**config.mk**
```make
export PLATFORM = sky130hd
export DESIGN_NAME = serial_adder
export DESIGN_NICKNAME = d
export VERILOG_FILES = /design/src/rtl/serial_adder.sv
export SDC_FILE = /design/constraint.sdc
export NUM_CORES = 1
export LEC_CHECK = 0
export ABC_AREA = 1
export CAP_MARGIN = 30
export CORE_MARGIN = 4
export CORE_UTILIZATION = 52
export DETAILED_ROUTE_END_ITERATION = 6
export GPL_TIMING_DRIVEN = 0
export HOLD_SLACK_MARGIN = 0.1
export PLACE_DENSITY = 0.78
export REMOVE_ABC_BUFFERS = 1
export SLEW_MARGIN = 5
export SYNTH_ARGS = -nofsm -noshare
export SYNTH_HDL_FRONTEND = slang
export SYNTH_HIERARCHICAL = 1
export SYNTH_SLANG_ARGS = --single-unit
```
**constraint.sdc**
```tcl
create_clock -name clk -period 1.4 [get_ports clk]
set_clock_uncertainty 0.1 [all_clocks]
set_input_delay 0.21 -clock clk [delete_from_list [all_inputs] [get_ports clk]]
set_output_delay 0.21 -clock clk [all_outputs]
set_load 0.01 [all_outputs]
```
**src/rtl/serial_adder.sv**
```systemverilog
// Bit-serial unsigned adder: LSB-first, one bit per clock through a full adder
// built from two half-adder cells, with a start/busy/done handshake.

module half_adder (
    input  logic x,
    input  logic y,
    output logic s,
    output logic c
);
    assign s = x ^ y;
    assign c = x & y;
endmodule

// state | meaning
// IDLE  | waiting for start; operands captured on the accepting edge
// RUN   | one operand bit summed per cycle, LSB first
// DONE  | sum/cout just updated; done pulses for this one cycle
module serial_adder #(
    parameter int WIDTH = 8
) (
    input  logic             clk,
    input  logic             rst_n,
    input  logic             start,
    input  logic [WIDTH-1:0] a,
    input  logic [WIDTH-1:0] b,
    output logic [WIDTH-1:0] sum,
    output logic             cout,
    output logic             busy,
    output logic             done
);
    localparam int CW = $clog2(WIDTH + 1);
    localparam logic [CW-1:0] LAST = CW'(WIDTH - 1);

    typedef enum logic [1:0] {
        IDLE = 2'd0,
        RUN  = 2'd1,
        DONE = 2'd2
    } state_t;

    state_t           state;
    state_t           state_nxt;
    logic [WIDTH-1:0] a_sr;
    logic [WIDTH-1:0] b_sr;
    logic [WIDTH-1:0] r_sr;
    logic [WIDTH-1:0] r_nxt;
    logic             c_ff;
    logic [CW-1:0]    cnt;
    logic             s1;
    logic             c1;
    logic             s_bit;
    logic             c2;
    logic             c_next;
    logic             last_bit;

    half_adder u_ha1 (.x(a_sr[0]), .y(b_sr[0]), .s(s1),    .c(c1));
    half_adder u_ha2 (.x(s1),      .y(c_ff),    .s(s_bit), .c(c2));

    assign c_next   = c1 | c2;
    assign last_bit = (cnt == LAST);
    // Shift-in form written so it stays legal when WIDTH is 1.
    assign r_nxt    = (r_sr >> 1) | (WIDTH'(s_bit) << (WIDTH - 1));

    always_comb begin
        state_nxt = state;
        case (state)
            IDLE:    if (start) state_nxt = RUN;
            RUN:     if (last_bit) state_nxt = DONE;
            DONE:    state_nxt = IDLE;
            default: state_nxt = IDLE;
        endcase
    end

    always_ff @(posedge clk or negedge rst_n) begin
        if (!rst_n) state <= IDLE;
        else        state <= state_nxt;
    end

    always_ff @(posedge clk or negedge rst_n) begin
        if (!rst_n) begin
            a_sr <= '0;
            b_sr <= '0;
            r_sr <= '0;
            c_ff <= 1'b0;
            cnt  <= '0;
            sum  <= '0;
            cout <= 1'b0;
        end else begin
            case (state)
                IDLE: begin
                    if (start) begin
                        a_sr <= a;
                        b_sr <= b;
                        c_ff <= 1'b0;
                        cnt  <= '0;
                    end
                end
                RUN: begin
                    a_sr <= a_sr >> 1;
                    b_sr <= b_sr >> 1;
                    r_sr <= r_nxt;
                    c_ff <= c_next;
                    cnt  <= cnt + CW'(1);
                    if (last_bit) begin
                        sum  <= r_nxt;
                        cout <= c_next;
                    end
                end
                default: ;
            endcase
        end
    end

    assign busy = (state == RUN);
    assign done = (state == DONE);
endmodule

```
==> results by group <==
Logic synthesis
  – Syn. warnings: 6
  – Post-synth top area share: a little over half
  – Synthesized area: 1820 um^2
  – Seq cells post-synth: 39
  – Synth unique cells: 18
  – Register area share after synthesis: a little over half
  – Largest area contributor in the netlist: dfrtp_1
  – Avg Inst Size Synth: slightly above 8 um^2
  – Top post-synthesis cells by area: dfrtp_1 (54%), nand2_1 (25%), nand3_1 (5.2%), o21ai_0 (2.8%), buf_6 (2.5%)
  – Cells after Synth: 220

Clock network
  – # H-tree levels: 2
  – CTS tree: built
  – Clock sinks: 39
  – Clock latency on the worst-skew pair: roughly 0.35 ns
  – Register clock-pin slew on the reported worst setup and hold paths: 0.12 ns
  – Root Driver: clkbuf_4
  – Clock Tree Buf Depth: 2
  – TritonCTS Buffers: 5

Critical path
  – Buf/Inv on CP: 2
  – R2R Setup Slk: -0.07 ns
  – Worst EP required: 1.09 ns
  – Critical Path, Cell by Cell: buf_8, nor2_4, buf_6
  – Critical path endpoint category: output port
  – CP Launch Type: register
  – Critical Setup Path Class: register to output port
  – CP max FO: 6
  – Worst stage delay on the critical path: 0.52 ns
  – Top delay family on crit path: flip-flops
  – Slowest-stage cell, CP: dfrtp_4
  – Worst EP arrival: 1.21 ns

Floorplan
  – Die width: 67.1 um
  – Die H: 67.1 um
  – # rows: 21
  – Initial core utilization: 54.0%
  – Core box area: 3360 um^2
  – Ports: 30
  – Die area: 4500 um^2

Global route
  – Pin count of the biggest net entering global routing: 32
  – All-Layer GR Usage: 18.5%
  – First-pass GRT wire length: roughly 6200 um
  – Vias in the first global route: 1357
  – Number of antenna violations at the first check in global routing: 0
  – Grt ovf: 0

Cells and area
  – Fin nets: roughly 290
  – Share of cells above drive strength 1: 15.3%
  – Post-layout util: a little over two thirds
  – Final Non-Filler Cells: 314
  – Layout area overhead: 30.1%
  – ANT cells: 0
  – Design area: 2360 um^2

Timing
  – Worst hold margin: around 0.14 ns
  – Final Max Slew Viols: 0
  – Measured slew at the worst slew-check pin: slightly above 0.3 ns
  – Final min period: approximately 1.5 ns
  – Highest Clock Rate: 659 MHz
  – Final hold violation count: 0
  – Period utilization: 108%
  – Rel. slew slack: 79.3%
  – Final setup viols: 22
  – Setup WS post-layout: -0.116 ns
  – RSZ-0062 raised after global routing: true

Route
  – DR pass1 iterations: 5
  – Initial drt markers: 133
  – DRC violations left: 0
  – Vias: 1558
  – Antenna Nets Post-Route: 0
  – Vias per cell: 4.96
  – Total Wirelength: 4010 um
  – DR WL/cell: around 13 um

Hold path
  – Hold/Removal Path Class: input pin to async pin

Pwr
  – Power share of the sequential group: 39.8%
  – P_leak: between 1 and 1.5 nW
  – Int Pwr: 2.84 mW
  – Net Sw Frac: 40.4%
  – Max VDD drop: 1230 uV
  – Combinational power share: 46.3%
  – P_sw: slightly below 2 mW
  – P per Cell Area: 2020 nW/um^2
  – Clk pwr share: 13.9%

Placement
  – Port Buf Inserts: 29
  – Gpl congestion: 0.757
  – # placed instances: 287
  – Placed Instance Area: 2100 um^2
  – Hpwl dp: ~2300 um

Run
  – Max-capacitance violation count: 0

Outcome
  – Failing checks: setup timing
  – Outcome: finished with violations
## repair_timing
action,4_1_cts,5_1_grt
hold buffers,1,0
gates resized for setup,25,12
gates cloned,2,0
setup endpoints to repair,50,26
hold endpoints to repair,39,0
setup buffers,6,10
pin swaps,4,4
## routing by layer
| layer | routed length (um) | global-route usage (%) |
|---|---|---|
| met5 | 0 | 0 |
| met1 | 1780 | 26.3 |
| met4 | 55 | 6.84 |
| met2 | 2030 | 28.1 |
| met3 | 137 | 3.54 |
## worst register-to-register path, cell delays in order, from the launching register on
cell and delay, ns:
dfrtp_4 0.52, buf_8 0.15, buf_4 0.14, o21ai_4 0.17, buf_6 0.18, nand2_1 0.06
o21ai_1 0.08
## flip-flops by register name, summed over array words and instances (netlist names)
name and cells:
cout 1, sum 8, c_ff 1, r_sr 7
b_sr 8, cnt 4, state 2, a_sr 8
## cells by family after synthesis
kind of cell / count (synthesis) / share of synthesized area [%]
buf+inv: 16 / 5.85
flops: 39 / 53.7
compound gates: 12 / 4.06
fa+ha+maj: 3 / 2.07
simple gates: 150 / 34.3
## stage by stage
step	setup slack, ns	setup TNS, ns	power [mW]
after floorplan	-0.166	-3.64	3.06
after global placement	-0.921	-50.69	3.62
after detailed placement	-0.737	-14.74	3.68
after CTS	-0.120	-0.192	4.46
after global routing	-0.152	-1.84	5.14
final	-0.116	-0.654	4.77
## power groups by stage
stage	clock (mW)	sequential [mW]	combinational [mW]
4_1_cts	0.662	1.88	1.91
3_5_place_dp	0	1.98	1.70
5_1_grt	0.734	1.96	2.45
3_3_place_gp	0	1.97	1.65
6_report	0.661	1.90	2.21
2_1_floorplan	0	1.95	1.11
## Yosys cell counts (all sizes together)
library cell,number
nand2,124
dfrtp,39
nand3,19
o21ai,11
buf,9
inv,7
nor2,6
ha,3
nand4,1
o211ai,1
## path summary, 6_finish.rpt
path / startpoint / cells after the start / endpoint
hold / removal: rst_n / 2 / b_sr[1]
max in group asynchronous: rst_n / 3 / state[1]
min in group clk: b[7] / 3 / b_sr[7]
setup / recovery: state[0] / 3 / done
setup reg to reg: state[0] / 6 / cnt[2]
hold reg to reg: sum[4] / 2 / sum[4]
## placed cells by master, fill, tap and decap left out, drive strengths merged, types with 3 or more instances in the layout
master,instances
nand2,124
dfrtp,39
buf,20
nand3,19
clkdlybuf4s50,17
o21ai,12
dlygate4sd2,9
clkbuf,8
nor2,7
inv,7
ha,3
## layout make-up
cell class                      count  area (um^2)
Fill cell                         280         1000
Multi-Input combinational cell    167          782
Clock buffer                        8         68.8
Inverter                            7         36.3
Timing Repair Buffer               47          438
Tap cell                           46         57.6
Sequential cell                    39          981
(Power assumes the default switching activity.)
